--- src/rtl/alu_op_sequencer_if.sv ---
// -----------------------------------------------------------------------------
// alu_op_sequencer_if
//   Bundles the request channel, the response channel and the ALU operand and
//   result buses that connect the alu_op_sequencer to its neighbours.
//   modport master : the environment side. It is the CPU control unit plus the
//                    combinational ALU. It drives requests, rsp_ready and the
//                    ALU result buses.
//   modport slave  : the sequencer side. It drives req_ready, the ALU operand
//                    buses and the response fields.
// -----------------------------------------------------------------------------
interface alu_op_sequencer_if;
   // request channel
   logic       req_valid;
   logic       req_ready;
   logic [2:0] req_op;
   logic [7:0] req_a;
   logic [7:0] req_b;
   logic [2:0] req_cnt;
   // ALU operand / result buses
   logic [7:0] alu_in1;
   logic [7:0] alu_in2;
   logic [8:0] alu_add;
   logic [7:0] alu_shl;
   logic [7:0] alu_shr;
   logic [7:0] alu_and;
   logic [7:0] alu_or;
   logic [7:0] alu_comp;
   logic       alu_ov2;
   // response channel
   logic       rsp_valid;
   logic       rsp_ready;
   logic [7:0] rsp_data;
   logic       rsp_carry;
   logic       rsp_ov;
   logic       rsp_err;

   modport master (
      output req_valid, req_op, req_a, req_b, req_cnt, rsp_ready,
             alu_add, alu_shl, alu_shr, alu_and, alu_or, alu_comp, alu_ov2,
      input  req_ready, alu_in1, alu_in2,
             rsp_valid, rsp_data, rsp_carry, rsp_ov, rsp_err
   );

   modport slave (
      input  req_valid, req_op, req_a, req_b, req_cnt, rsp_ready,
             alu_add, alu_shl, alu_shr, alu_and, alu_or, alu_comp, alu_ov2,
      output req_ready, alu_in1, alu_in2,
             rsp_valid, rsp_data, rsp_carry, rsp_ov, rsp_err
   );
endinterface

--- src/rtl/alu_op_sequencer.sv ---
// -----------------------------------------------------------------------------
// alu_op_sequencer
//   Sequences the 8-bit MiniCPU ALU datapath. The block accepts one operation
//   at a time over a valid/ready handshake. It drives the registered ALU
//   operand buses and captures the result bus for the opcode. Shifts and a
//   shift-add multiply are built by iterating over the single-step ALU shifter
//   and adder. The result, carry, overflow and error flags are returned over a
//   valid/ready response channel.
//
//   Ports:
//     clk   - system clock, rising edge
//     reset - asynchronous, active-high reset
//     bus   - alu_op_sequencer_if.slave (request, ALU buses, response)
//     busy  - high while an operation is executing or its response is pending
//
//   Opcodes: 0 ADD, 1 SHL, 2 SHR, 3 AND, 4 OR, 5 COMP, 6 MUL, 7 reserved
//            (the reserved opcode answers with data 0 and rsp_err).
//
//   Optional feature, macro ALU_SEQ_EARLY_TERM_EN:
//     MUL stops once the multiplier register has drained to zero.
//     SHL/SHR stop once the shifted operand becomes zero.
//     Results and flags are unchanged by this feature; only latency shrinks.
// -----------------------------------------------------------------------------
module alu_op_sequencer #(
   parameter int MAX_SHIFT = 7
) (
   input  logic                clk,
   input  logic                reset,
   alu_op_sequencer_if.slave   bus,
   output logic                busy
);

   localparam logic [1:0] ST_IDLE = 2'd0;
   localparam logic [1:0] ST_EXEC = 2'd1;
   localparam logic [1:0] ST_DONE = 2'd2;

   localparam logic [2:0] OP_ADD  = 3'd0;
   localparam logic [2:0] OP_SHL  = 3'd1;
   localparam logic [2:0] OP_SHR  = 3'd2;
   localparam logic [2:0] OP_AND  = 3'd3;
   localparam logic [2:0] OP_OR   = 3'd4;
   localparam logic [2:0] OP_COMP = 3'd5;
   localparam logic [2:0] OP_MUL  = 3'd6;

   localparam logic [2:0] MAX_CNT = 3'(MAX_SHIFT);

   logic [1:0] state_q, state_d;
   logic [2:0] op_q, op_d;
   logic [7:0] opnd1_q, opnd1_d;
   logic [7:0] opnd2_q, opnd2_d;
   logic [3:0] cnt_q, cnt_d;       // remaining steps; MUL needs 8, so 4 bits
   logic [7:0] acc_q, acc_d;
   logic [7:0] mcand_q, mcand_d;
   logic [7:0] mult_q, mult_d;
   logic [7:0] alu_in1_q, alu_in1_d;
   logic [7:0] alu_in2_q, alu_in2_d;
   logic [7:0] rsp_data_q, rsp_data_d;
   logic       rsp_carry_q, rsp_carry_d;
   logic       rsp_ov_q, rsp_ov_d;
   logic       rsp_err_q, rsp_err_d;

   logic       last_step;
   logic [7:0] shift_nxt;
   logic [7:0] acc_nxt;
   logic [7:0] mult_nxt;
   logic [2:0] cnt_sat;

   assign cnt_sat = (bus.req_cnt > MAX_CNT) ? MAX_CNT : bus.req_cnt;

   always_comb begin
      state_d     = state_q;
      op_d        = op_q;
      opnd1_d     = opnd1_q;
      opnd2_d     = opnd2_q;
      cnt_d       = cnt_q;
      acc_d       = acc_q;
      mcand_d     = mcand_q;
      mult_d      = mult_q;
      rsp_data_d  = rsp_data_q;
      rsp_carry_d = rsp_carry_q;
      rsp_ov_d    = rsp_ov_q;
      rsp_err_d   = rsp_err_q;
      last_step   = 1'b0;
      shift_nxt   = (op_q == OP_SHL) ? bus.alu_shl : bus.alu_shr;
      acc_nxt     = mult_q[0] ? bus.alu_add[7:0] : acc_q;
      mult_nxt    = mult_q >> 1;

      case (state_q)
         ST_IDLE: begin
            if (bus.req_valid) begin
               op_d        = bus.req_op;
               opnd1_d     = bus.req_a;
               opnd2_d     = bus.req_b;
               acc_d       = 8'h00;
               mcand_d     = bus.req_a;
               mult_d      = bus.req_b;
               rsp_carry_d = 1'b0;
               rsp_ov_d    = 1'b0;
               rsp_err_d   = 1'b0;
               case (bus.req_op)
                  OP_SHL, OP_SHR: cnt_d = {1'b0, cnt_sat};
                  OP_MUL:         cnt_d = 4'd8;
                  default:        cnt_d = 4'd1;
               endcase
               state_d = ST_EXEC;
            end
         end

         ST_EXEC: begin
            case (op_q)
               OP_ADD: begin
                  rsp_data_d  = bus.alu_add[7:0];
                  rsp_carry_d = bus.alu_add[8];
                  last_step   = 1'b1;
               end
               OP_AND: begin
                  rsp_data_d = bus.alu_and;
                  last_step  = 1'b1;
               end
               OP_OR: begin
                  rsp_data_d = bus.alu_or;
                  last_step  = 1'b1;
               end
               OP_COMP: begin
                  rsp_data_d = bus.alu_comp;
                  last_step  = 1'b1;
               end
               OP_SHL, OP_SHR: begin
                  if (cnt_q == 4'd0) begin
                     rsp_data_d = opnd2_q;
                     last_step  = 1'b1;
                  end else begin
                     opnd2_d = shift_nxt;
                     cnt_d   = cnt_q - 4'd1;
                     // Overflow is sticky across the steps of a left shift.
                     if (op_q == OP_SHL && bus.alu_ov2)
                        rsp_ov_d = 1'b1;
`ifdef ALU_SEQ_EARLY_TERM_EN
                     last_step = (cnt_q == 4'd1) || (shift_nxt == 8'h00);
`else
                     last_step = (cnt_q == 4'd1);
`endif
                     if (last_step)
                        rsp_data_d = shift_nxt;
                  end
               end
               OP_MUL: begin
                  acc_d   = acc_nxt;
                  mcand_d = bus.alu_shl;
                  mult_d  = mult_nxt;
                  cnt_d   = cnt_q - 4'd1;
                  // The product exceeds 8 bits if an accepted add carries.
                  // It also does if a multiplicand bit is shifted out while
                  // multiplier bits remain that could still add it in.
                  if ((mult_q[0] && bus.alu_add[8]) ||
                      (bus.alu_ov2 && mult_nxt != 8'h00))
                     rsp_ov_d = 1'b1;
`ifdef ALU_SEQ_EARLY_TERM_EN
                  last_step = (cnt_q == 4'd1) || (mult_nxt == 8'h00);
`else
                  last_step = (cnt_q == 4'd1);
`endif
                  if (last_step)
                     rsp_data_d = acc_nxt;
               end
               default: begin
                  rsp_data_d = 8'h00;
                  rsp_err_d  = 1'b1;
                  last_step  = 1'b1;
               end
            endcase
            if (last_step)
               state_d = ST_DONE;
         end

         ST_DONE: begin
            if (bus.rsp_ready)
               state_d = ST_IDLE;
         end

         default: state_d = ST_IDLE;
      endcase

      // The operand buses are registered and follow next-cycle operand state.
      // The ALU therefore sees the operands for the step it performs.
      alu_in1_d = (op_d == OP_MUL) ? acc_d   : opnd1_d;
      alu_in2_d = (op_d == OP_MUL) ? mcand_d : opnd2_d;
   end

   always_ff @(posedge clk or posedge reset) begin
      if (reset) begin
         state_q     <= ST_IDLE;
         op_q        <= 3'd0;
         opnd1_q     <= 8'h00;
         opnd2_q     <= 8'h00;
         cnt_q       <= 4'd0;
         acc_q       <= 8'h00;
         mcand_q     <= 8'h00;
         mult_q      <= 8'h00;
         alu_in1_q   <= 8'h00;
         alu_in2_q   <= 8'h00;
         rsp_data_q  <= 8'h00;
         rsp_carry_q <= 1'b0;
         rsp_ov_q    <= 1'b0;
         rsp_err_q   <= 1'b0;
      end else begin
         state_q     <= state_d;
         op_q        <= op_d;
         opnd1_q     <= opnd1_d;
         opnd2_q     <= opnd2_d;
         cnt_q       <= cnt_d;
         acc_q       <= acc_d;
         mcand_q     <= mcand_d;
         mult_q      <= mult_d;
         alu_in1_q   <= alu_in1_d;
         alu_in2_q   <= alu_in2_d;
         rsp_data_q  <= rsp_data_d;
         rsp_carry_q <= rsp_carry_d;
         rsp_ov_q    <= rsp_ov_d;
         rsp_err_q   <= rsp_err_d;
      end
   end

   assign bus.req_ready = (state_q == ST_IDLE);
   assign bus.rsp_valid = (state_q == ST_DONE);
   assign busy          = (state_q == ST_EXEC) || (state_q == ST_DONE);
   assign bus.alu_in1   = alu_in1_q;
   assign bus.alu_in2   = alu_in2_q;
   assign bus.rsp_data  = rsp_data_q;
   assign bus.rsp_carry = rsp_carry_q;
   assign bus.rsp_ov    = rsp_ov_q;
   assign bus.rsp_err   = rsp_err_q;

endmodule

--- src/flat_wrapper.sv ---
// flat-port wrapper written by rule: the top's interface ports become plain ports
module alu_op_sequencer_flat 
#(
   parameter int MAX_SHIFT = 7
)
  (clk, reset, busy, bus_req_valid, bus_req_op, bus_req_a, bus_req_b, bus_req_cnt, bus_rsp_ready, bus_alu_add, bus_alu_shl, bus_alu_shr, bus_alu_and, bus_alu_or, bus_alu_comp, bus_alu_ov2, bus_req_ready, bus_alu_in1, bus_alu_in2, bus_rsp_valid, bus_rsp_data, bus_rsp_carry, bus_rsp_ov, bus_rsp_err);
  alu_op_sequencer_if bus_i ();
  input  logic clk;
  input  logic reset;
  output logic busy;
  input wire logic [$bits(bus_i.req_valid)-1:0] bus_req_valid;
  input wire logic [$bits(bus_i.req_op)-1:0] bus_req_op;
  input wire logic [$bits(bus_i.req_a)-1:0] bus_req_a;
  input wire logic [$bits(bus_i.req_b)-1:0] bus_req_b;
  input wire logic [$bits(bus_i.req_cnt)-1:0] bus_req_cnt;
  input wire logic [$bits(bus_i.rsp_ready)-1:0] bus_rsp_ready;
  input wire logic [$bits(bus_i.alu_add)-1:0] bus_alu_add;
  input wire logic [$bits(bus_i.alu_shl)-1:0] bus_alu_shl;
  input wire logic [$bits(bus_i.alu_shr)-1:0] bus_alu_shr;
  input wire logic [$bits(bus_i.alu_and)-1:0] bus_alu_and;
  input wire logic [$bits(bus_i.alu_or)-1:0] bus_alu_or;
  input wire logic [$bits(bus_i.alu_comp)-1:0] bus_alu_comp;
  input wire logic [$bits(bus_i.alu_ov2)-1:0] bus_alu_ov2;
  output wire logic [$bits(bus_i.req_ready)-1:0] bus_req_ready;
  output wire logic [$bits(bus_i.alu_in1)-1:0] bus_alu_in1;
  output wire logic [$bits(bus_i.alu_in2)-1:0] bus_alu_in2;
  output wire logic [$bits(bus_i.rsp_valid)-1:0] bus_rsp_valid;
  output wire logic [$bits(bus_i.rsp_data)-1:0] bus_rsp_data;
  output wire logic [$bits(bus_i.rsp_carry)-1:0] bus_rsp_carry;
  output wire logic [$bits(bus_i.rsp_ov)-1:0] bus_rsp_ov;
  output wire logic [$bits(bus_i.rsp_err)-1:0] bus_rsp_err;
  assign bus_i.req_valid = bus_req_valid;
  assign bus_i.req_op = bus_req_op;
  assign bus_i.req_a = bus_req_a;
  assign bus_i.req_b = bus_req_b;
  assign bus_i.req_cnt = bus_req_cnt;
  assign bus_i.rsp_ready = bus_rsp_ready;
  assign bus_i.alu_add = bus_alu_add;
  assign bus_i.alu_shl = bus_alu_shl;
  assign bus_i.alu_shr = bus_alu_shr;
  assign bus_i.alu_and = bus_alu_and;
  assign bus_i.alu_or = bus_alu_or;
  assign bus_i.alu_comp = bus_alu_comp;
  assign bus_i.alu_ov2 = bus_alu_ov2;
  assign bus_req_ready = bus_i.req_ready;
  assign bus_alu_in1 = bus_i.alu_in1;
  assign bus_alu_in2 = bus_i.alu_in2;
  assign bus_rsp_valid = bus_i.rsp_valid;
  assign bus_rsp_data = bus_i.rsp_data;
  assign bus_rsp_carry = bus_i.rsp_carry;
  assign bus_rsp_ov = bus_i.rsp_ov;
  assign bus_rsp_err = bus_i.rsp_err;
  alu_op_sequencer #(.MAX_SHIFT(MAX_SHIFT)) u_core (.clk(clk), .reset(reset), .bus(bus_i), .busy(busy));
endmodule
--- config.mk ---
export PLATFORM = sky130hd
export DESIGN_NAME = alu_op_sequencer_flat
export DESIGN_NICKNAME = d
export VERILOG_FILES = /design/src/rtl/alu_op_sequencer_if.sv /design/src/rtl/alu_op_sequencer.sv /design/src/flat_wrapper.sv
export SDC_FILE = /design/constraint.sdc
export NUM_CORES = 1
export LEC_CHECK = 0
export ABC_AREA = 1
export BUFFER_PORTS_ARGS = -buffer_cell sky130_fd_sc_hd__buf_2
export CORE_ASPECT_RATIO = 0.6
export CORE_UTILIZATION = 45
export DETAILED_ROUTE_END_ITERATION = 8
export PLACE_DENSITY_LB_ADDON = 0.25
export SYNTH_ARGS = -nofsm -noshare
export SYNTH_HDL_FRONTEND = slang
export SYNTH_SLANG_ARGS = --single-unit
export TNS_END_PERCENT = 20
--- constraint.sdc ---
create_clock -name clk -period 5.65 [get_ports clk]
set_input_delay 0.2825 -clock clk [delete_from_list [all_inputs] [get_ports clk]]
set_output_delay 0.2825 -clock clk [all_outputs]
set_load 0.005 [all_outputs]
==> flow_summary.toml, run 1 <==
[clocking]
clock-sinks = 76
cts_tree = "built"
clock_path_buffers = 2
cts_root_buf = "clkbuf_16"
ctsHoldBuffers = 0
htreeDepth = 3
numCtsBuffers = 9
clkLatencyLatePin_ns = 0.34
cts_resized = 0
clk_pin_slew_ns = 0.06
cts_setup_buffers = 0

[worst_setup_path]
cp.required_ns = 5.90
cp_top_family = "buffers and inverters"
slowest_stage = "inv_1"
crit_chain = "inv_1 -> ha_1 -> buf_4 -> inv_1 -> o21ai_2 -> nand2_2 -> inv_2 -> nor2_1 -> a31oi_1"
cpMostUsedCell = "inv_1"
max_stage_delay_ns = 0.44
startpoint_type = "flop"
crit_arrival_ns = 2.98
critPathMaxFanout = 29
path_buf_inv = 4
cp-end-kind = "flop"
crit_type = "flop to flop"

[cells_and_area]
drive_gt1_share_pct = 23.9
multi_input_area_sq_um = 1940
nFillCells = 850
diodes = 0
post-route-util_pct = 57.7
layout.nets = 741
seq_area_sq_um = 1900
syn2layout_area_growth_pct = 20.7

[sta]
setup_viol = 0
hold_violations = 0
final.period_utilization_pct = 48.3
slew_headroom_pct = 33.1
setup_tns_ns = 0
rsz0062_at_grt = "false"
drv_slew = 0
period_needed_ns = 2.73
worstMarginPinSlew_ns = 1.00
fmax_ghz = 0.366
skew_ns = 0.00769

[placement]
place_congestion = 0.859
hpwl_um = 9050
port-buffer-count = 105

[run]
cap_violations = 0

[die]
ios = 106
start_util_pct = 47.8
die_x_um = 127
fp.dieArea_sq_um = 9740
die-height_um = 76.9
core_area_sq_um = 8780
std_cell_rows = 26

[yosys]
synth.top_cell.area_share_pct = 45.3
yosysWarnings = 0
syn_avg_cell_area_sq_um = 7.50
syn_area_sq_um = 4200
synth_common_cells = "nand2_1 (223), dfrtp_1 (76), inv_1 (57)"
synth_area_leaders = "dfrtp_1 (45%), nand2_1 (20%), inv_1 (5.1%)"
synth_most_common_cell = "nand2_1"
yosys_register_bits = 76
synthArstFlopShare_pct = 100
synth_edf_count = 0
synth_nets = 641
syn-instance-count = 560
netlist-cell-type-count = 34
yosysSeqAreaShare_pct = 45.3
synth_largest_area_cell = "dfrtp_1"
synth_ff_type = "dfrtp_1"

[route]
ant_nets = 0
vias = 4072
routedWlPerCell_um = 16.2
drt_iter0_drc = 369
drt-pass1-iter-count = 5
wirelength_um = 12600
viasPerCell = 5.24
drc = 0

[grt]
grt_start_max_net_pins = 77
grt_pass1_wl_um = 19900
grt_util_all_layers_pct = 27.0
antenna_found_initial = 0
grt-ovfl-total = 0
grt_pass1_vias = 3797

[pwr]
p_per_area_nw_per_um2 = 591
p_leak_nw = 2.86
peakVddDrop_uv = 233
power.total_mw = 3.00

[run_status]
status = "finished, final reports clean"

[hold_path]
min_path_type = "primary input to flop"
==> layout by cell type (no fill, tap or decap) <==
cell type and instances:
nand2_1 223, buf_2 105, dfrtp_1 76, inv_1 56
nor2_1 39, nand3_1 24, a21oi_1 17, nand4_1 12
o21ai_0 12, o21ai_1 9, clkbuf_16 9, o21a_1 8
a22oi_1 8, o21ai_2 7, mux2_2 7, nand2_2 6
inv_2 5, a31oi_1 5, ha_1 5, o22ai_1 4
clkinv_2 4, inv_4 2, nor3_1 2, clkinv_1 2
nand3_4 2, nor2_2 2, nand3_2 2, o211ai_1 2
clkbuf_8 2, buf_4 2, nand2_4 1, nor2_8 1
nor2_4 1, xnor2_1 1, xor2_1 1, bufinv_16 1
==> stage by stage <==
| step | std cells | hold WS, ns | worst slack (ns) | instance area, sq um |
|---|---|---|---|---|
| 6_report | 777 | 0.217 | 2.92 | 5070 |
| 5_1_grt | 777 | 0.219 | 2.69 | 5070 |
| 4_1_cts | 777 | 0.212 | 2.93 | 5070 |
| 2_1_floorplan | 560 | 0.409 | 3.43 | 4200 |
| 3_3_place_gp | 761 | 0.459 | 3.08 | 4770 |
| 3_5_place_dp | 761 | 0.461 | 2.95 | 4770 |
==> worst reg2reg max path: cells and delay by family, from the launching register on <==
kind | cells | cell delay (ns)
and+or+nand+nor | 2 | 0.40
DFF | 1 | 0.37
adders and majority gates | 1 | 0.16
buffers and inverters | 4 | 1.17
AOI/OAI and AO/OA | 2 | 0.54
==> final timing paths <==
check	startpoint	end	slack [ns]	depth (start not counted)
max in group asynchronous	reset	u_core.bus.rsp_ov$_DFFE_PP0P_	4.75	3
worst max register to register	u_core.state_q[1]$_DFFE_PP0P_	u_core.mult_q[1]$_DFFE_PP0P_	2.92	9
worst min register to register	u_core.bus.rsp_data[1]$_DFFE_PP0P_	u_core.bus.rsp_data[1]$_DFFE_PP0P_	0.47	2
min in group asynchronous	reset	u_core.cnt_q[0]$_DFFE_PP0P_	0.23	3
worst max-delay path	u_core.state_q[1]$_DFFE_PP0P_	u_core.mult_q[1]$_DFFE_PP0P_	2.92	9
worst min-delay path	bus_req_b[3]	u_core.mult_q[3]$_DFFE_PP0P_	0.22	3
==> state kept, by name, indices dropped and copies added (netlist names), 2 cells and up <==
name / flops
u_core.acc_q: 8
u_core.bus.alu_in1: 8
u_core.bus.alu_in2: 8
u_core.bus.rsp_data: 8
u_core.mcand_q: 8
u_core.mult_q: 8
u_core.opnd1_q: 8
u_core.opnd2_q: 8
u_core.cnt_q: 4
u_core.op_q: 3
u_core.state_q: 2
==> cell families after synthesis <==
family / after synthesis / share of synthesized area [%]
and+or+nand+nor: 315 / 31.8
adders and majority gates: 5 / 1.49
xor gates and xnor gates: 2 / 0.417
buffers and inverters: 83 / 8.63
DFF: 76 / 45.3
muxes: 7 / 1.88
AOI/OAI and AO/OA: 72 / 10.5
==> metal layers <==
metal	global-route usage (%)	up-vias	share of wire, %
met5	0	-	0
met4	6.43	0	0.87
met3	6.35	13	8.4
met2	39.6	189	43
met1	40.1	1894	48
li1	-	1976	-
==> power breakdown <==
part           internal, mW  switching (mW)  total, mW
logic                 0.476           0.986       1.46
clock network         0.363           0.225      0.588
registers             0.791           0.156      0.947
total                  1.63            1.37       3.00
==> layout make-up <==
type / instances / area share, %
clock buffer: 11 / 4.98
sequential: 76 / 37.5
clock inverter: 5 / 0.987
inverter: 65 / 4.91
tap: 112 / 2.76
multi-input combinational: 401 / 38.2
timing repair buffer: 107 / 10.7
(Power assumes the default switching activity.)
==> run 2: changes to the inputs <==
Clock period 5.65 ns to 2.7 ns, I/O delays scaled along.
==> run 2 against run 1 <==
Compared with the run above:
- die area is the same
- via count grew 0.34%
- critical endpoint is now u_core.bus.alu_in2[7]$_DFF_PP0_
- register-to-register slack lost 2.4 ns
- sequential share of layout area shrank 0.60 points
- critical path depth grew 2
- largest power group unchanged
- maximum frequency grew 24%
- setup slack lost 2.4 ns
==> flow_summary.toml, run 2 (synthesis results as in run 1) <==
[sta]
setup_tns_ns = 0
period_needed_ns = 2.20
slew_headroom_pct = 47.0
drv_slew = 0
fmax_ghz = 0.456
rsz0062_at_grt = "false"
worstMarginPinSlew_ns = 0.794
setup_viol = 0
final.period_utilization_pct = 81.3
timing.final.ws_setup_ns = 0.505
skew_ns = 0.00714
hold_violations = 0

[die]
die_x_um = 127
die-height_um = 76.9
core_area_sq_um = 8780
start_util_pct = 47.8
ios = 106
std_cell_rows = 26
fp.dieArea_sq_um = 9740

[clocking]
numCtsBuffers = 9
clock_path_buffers = 2
htreeDepth = 3
cts_resized = 0
cts_setup_buffers = 0
clk_pin_slew_ns = 0.06
ctsHoldBuffers = 1
cts_tree = "built"
clkLatencyLatePin_ns = 0.34
cts_root_buf = "clkbuf_16"
clock-sinks = 76

[worst_setup_path]
crit_chain = "inv_1 -> ha_1 -> nand2_2 -> buf_4 -> clkinv_1 -> nand2_1 -> inv_1 -> a21oi_1 -> nand2_1 -> nand2_1 -> nand2_1"
crit_arrival_ns = 2.43
crit_type = "flop to flop"
cpMostUsedCell = "nand2_1"
critPathMaxFanout = 14
slowest_stage = "dfrtp_1"
max_stage_delay_ns = 0.38
startpoint_type = "flop"
cp-end-kind = "flop"
cp.required_ns = 2.93
ff2ff_setup_slack_ns = 0.50

[route]
vias = 4086
drt-pass1-iter-count = 5
drc = 0
drt_iter0_drc = 352
ant_nets = 0
wirelength_um = 12700
routedWlPerCell_um = 16.3
viasPerCell = 5.23

[cells_and_area]
syn2layout_area_growth_pct = 22.7
final_common_cell = "nand2_1"
layout.nets = 746
final_cell_mix = "nand2_1 (223), buf_2 (105), dfrtp_1 (76), inv_1 (56), nor2_1 (39)"
drive_gt1_share_pct = 24.3
diodes = 0

[run]
cap_violations = 0

[placement]
hpwl_um = 9530
pre_cts_ws_ns = 0.545
port-buffer-count = 105
place_congestion = 0.850

[grt]
use_met1_pct = 39.9
antenna_found_initial = 0
grt-ovfl-total = 0
grt_pass1_wl_um = 20100
grtUsageMet2_pct = 39.7
grt_busiest_layer = "met1"
grt_start_max_net_pins = 43
grt_util_all_layers_pct = 27.4
grt_pass1_vias = 3921
use_met3_pct = 8.09

[pwr]
peakVddDrop_uv = 499
p_leak_nw = 2.89
p_per_area_nw_per_um2 = 1240

[hold_path]
min_path_type = "primary input to flop"

[run_status]
status = "finished, final reports clean"
## run 2: cell types whose count changed in the layout (fill, tap and decap cells not counted)
| cell | before | now |
|---|---|---|
| dlygate4sd3_1 | 0 | 1 |
| buf_12 | 0 | 1 |
| clkbuf_8 | 2 | 1 |
| bufinv_16 | 1 | 2 |
| clkinv_4 | 0 | 1 |
| buf_4 | 2 | 5 |
| clkinvlp_4 | 0 | 1 |
| clkinv_2 | 4 | 0 |
| inv_6 | 0 | 2 |
## run 2: metal layers
layer / wire length [um] / vias up
met5: 0 / -
met4: 180 / 0
met3: 1230 / 21
met2: 5280 / 216
met1: 6020 / 1865
li1: - / 1984
## run 2: worst max-delay path, delay by kind of cell (launching register included)
kind                       cells  cell delay (ns)
and+or+nand+nor                5             0.67
buffers and inverters          4             0.67
AOI/OAI and AO/OA              1             0.11
adders and majority gates      1             0.27
DFF                            1             0.38
## run 2: layout make-up
class,instances,area [sq um]
fill,829,3630
multi-input combinational,401,1940
sequential,76,1900
timing repair buffer,112,593
inverter,65,249
clock buffer,10,239
tap,112,140
clock inverter,6,93.8
## run 2: worst paths after layout
kind | end | startpoint | cells past startpoint
worst max-delay path | u_core.bus.alu_in2[7]$_DFF_PP0_ | u_core.state_q[0]$_DFFE_PP0P_ | 11
worst min-delay path | u_core.mcand_q[2]$_DFF_PP0_ | bus_alu_shl[2] | 3
worst max register to register | u_core.bus.alu_in2[7]$_DFF_PP0_ | u_core.state_q[0]$_DFFE_PP0P_ | 11
worst min register to register | u_core.bus.rsp_data[3]$_DFFE_PP0P_ | u_core.bus.rsp_data[3]$_DFFE_PP0P_ | 2
max in group asynchronous | u_core.bus.rsp_data[3]$_DFFE_PP0P_ | reset | 4
min in group asynchronous | u_core.cnt_q[0]$_DFFE_PP0P_ | reset | 3
## run 2: where the power goes
group / total [mW] / switching (mW) / internal (mW) / leakage [nW]
clock network: 1.35 / 0.506 / 0.843 / 0.160
logic: 3.10 / 2.07 / 1.03 / 1.79
registers: 1.96 / 0.302 / 1.65 / 0.946
total: 6.41 / 2.88 / 3.52 / 2.89
## run 2: metrics by stage
step	std cells	hold slack [ns]	area, sq um	util [%]	total power [mW]
floorplan	560	0.261	4200	-	4.04
global placement	765	0.320	4810	54.8	4.91
detailed placement	765	0.314	4810	54.8	5.00
CTS	782	0.0469	5150	58.7	6.36
global route	782	0.0660	5150	58.7	6.87
finish	782	0.0493	5150	58.7	6.41
==> run 3: changes to the inputs <==
Settings changed: ABC_AREA 1 to 0.
Clock period 2.7 ns to 1.8 ns, I/O delays scaled along.
==> run 3 against run 2 <==
Compared with the run above:
- the flow now finishes with violations (setup timing)
- sequential share of layout area shrank 4.9 points
- synthesized area grew 0.63%
- routed wire length grew 19%
- cell count shrank 7.2%
- sequential cell count is the same
- clock skew shrank 0.00086 ns
- sequential power grew 49%
- count of clock-buffer cells in the layout grew 4
- largest power group unchanged
==> flow_summary.toml, run 3 <==
[route]
ant_nets = 0
drt_iter0_drc = 567
wirelength_um = 15100
vias = 4418
drc = 0
drt-pass1-iter-count = 6
routedWlPerCell_um = 20.8
viasPerCell = 6.09

[worst_setup_path]
startpoint_type = "flop"
cp_top_family = "compound AO/OA/AOI/OAI gates"
slowest_stage = "dfrtp_1"
ff2ff_setup_slack_ns = -0.04
cp-end-kind = "flop"
crit_start = "u_core.state_q[0]$_DFFE_PP0P_"
rr_endpoint = "u_core.bus.alu_in2[4]$_DFF_PP0_"
reg2reg_from = "u_core.state_q[0]$_DFFE_PP0P_"
max_stage_delay_ns = 0.41
reg2reg_depth = 7
crit_path_end = "u_core.bus.alu_in2[4]$_DFF_PP0_"
crit_type = "flop to flop"
crit_arrival_ns = 2.07
cp.depth = 7
crit_chain = "inv_2 -> ha_4 -> mux2i_2 -> a21o_1 -> buf_12 -> a221o_1 -> a2bb2oi_2"
cp.required_ns = 2.03
path_buf_inv = 2
critPathMaxFanout = 16

[sta]
timing.final.ws_setup_ns = -0.0407
slew_headroom_pct = 68.1
period_needed_ns = 1.84
final.period_utilization_pct = 102
setup_tns_ns = -0.263
fmax_ghz = 0.543
worstMarginPinSlew_ns = 0.478
hold_ws_ns = 0.0150
rsz0062_at_grt = "true"
drv_slew = 0
setup_viol = 12
skew_ns = 0.00627
hold_violations = 0

[yosys]
yosys_register_bits = 76
synth_nets = 514
yosysSeqAreaShare_pct = 45.0
synth.top_cell.area_share_pct = 45.0
synth_edf_count = 0
netlist-cell-type-count = 51
synth_largest_area_cell = "dfrtp_1"
synth_ff_type = "dfrtp_1"
synthArstFlopShare_pct = 100
synth_most_common_cell = "dfrtp_1"
syn_area_sq_um = 4230
yosysWarnings = 0
synth_area_leaders = "dfrtp_1 (45%), mux2i_1 (6.2%), nand2_1 (4.3%)"
synth_common_cells = "dfrtp_1 (76), nand2_1 (49), o21ai_0 (32)"
syn_avg_cell_area_sq_um = 9.77
syn-instance-count = 433

[grt]
grt_pass1_vias = 3990
grt_util_all_layers_pct = 31.1
grt-ovfl-total = 0
grt_pass1_wl_um = 22300
antenna_found_initial = 0
grt_start_max_net_pins = 61

[clocking]
clock-sinks = 76
cts_root_buf = "clkbuf_16"
clock_path_buffers = 2
numCtsBuffers = 9
clk_pin_slew_ns = 0.06
clkLatencyLatePin_ns = 0.35
cts_tree = "built"
htreeDepth = 3

[hold_path]
min_path_type = "primary input to flop"

[placement]
dpl.cell_count = 698
place_congestion = 0.952
hpwl_um = 10700
port-buffer-count = 105
postPlaceCellArea_sq_um = 5310

[cells_and_area]
drive_gt1_share_pct = 40.5
multi_input_area_sq_um = 2300
design_area_sq_um = 5950
stdcell_count = 726
layout.nets = 676
nFillCells = 697
final_common_cell = "buf_2"
diodes = 0
syn2layout_area_growth_pct = 40.8
final_cell_mix = "buf_2 (105), dfrtp_1 (76), buf_4 (58), nand2_1 (48), o21ai_0 (30)"
seq_area_sq_um = 1900

[die]
die-height_um = 77.1
die_x_um = 127
core_area_sq_um = 8820
ios = 106
std_cell_rows = 26
fp.dieArea_sq_um = 9800
start_util_pct = 48.0

[pwr]
p_leak_nw = 2.87
p_per_area_nw_per_um2 = 1960
peakVddDrop_uv = 960

[run_status]
violations = "setup timing"
status = "complete, but fails checks"

[run]
cap_violations = 0
-- run 3: how the worst min path moves through the flow --
stage / startpoint / to / slack, ns / cells past startpoint
2_1_floorplan: bus_req_op[0] / u_core.op_q[0]$_DFF_PP0_ / 0.20 / 2
3_3_place_gp: reset / u_core.bus.alu_in2[3]$_DFF_PP0_ / 0.10 / 2
3_5_place_dp: reset / u_core.bus.alu_in2[3]$_DFF_PP0_ / 0.11 / 2
4_1_cts: bus_req_b[7] / u_core.mult_q[7]$_DFFE_PP0P_ / 0.003 / 2
5_1_grt: bus_req_b[7] / u_core.mult_q[7]$_DFFE_PP0P_ / 0.02 / 2
6_report: bus_req_b[7] / u_core.mult_q[7]$_DFFE_PP0P_ / 0.02 / 2
-- run 3: cells by family after synthesis --
logic type	synth area share [%]
multiplexers	9.70
buffers and inverters	5.00
AO/OA/AOI/OAI	22.8
AND/OR/NAND/NOR	15.7
adder cells (fa/ha/maj)	1.48
flip-flops	45.0
XOR/XNOR	0.414
-- run 3: layout make-up --
cell class	count	area share, %
multi-input combinational	309	38.7
sequential	76	31.9
timing repair buffer	183	20.2
clock buffer	14	4.77
tap	126	2.65
inverter	16	1.07
clock inverter	2	0.652
-- run 3: routing by layer --
layer	wire length, um	vias to the layer above	global-route usage (%)
met2	6160	306	41.9
met1	6730	2131	44.7
met5	0	-	0
met4	246	0	8.69
met3	1950	37	13.4
li1	-	1944	-
-- run 3: power by group --
| group | switching, mW | internal [mW] | total, mW |
|---|---|---|---|
| Combinational | 3.57 | 3.20 | 6.77 |
| Clock | 0.744 | 1.23 | 1.98 |
| Sequential | 0.437 | 2.48 | 2.92 |
-- run 3: stage by stage --
stage	worst slack [ns]	total power [mW]	utilization, %
floorplan	-0.122	6.34	-
global placement	-0.0337	8.67	60.2
detailed placement	-0.120	8.79	60.2
CTS	-0.0174	11.1	66.0
global route	-0.120	12.2	67.5
finish	-0.0407	11.7	67.5
-- run 3: timing repair --
| item | in CTS | in global routing |
|---|---|---|
| setup buffers | 1 | 3 |
| hold endpoints to repair | 23 | 0 |
| hold buffers | 8 | 0 |
| cloned | 1 | 0 |
| pin swaps | 7 | 16 |
| setup endpoints to repair | 25 | 33 |
| gates resized for setup | 23 | 28 |
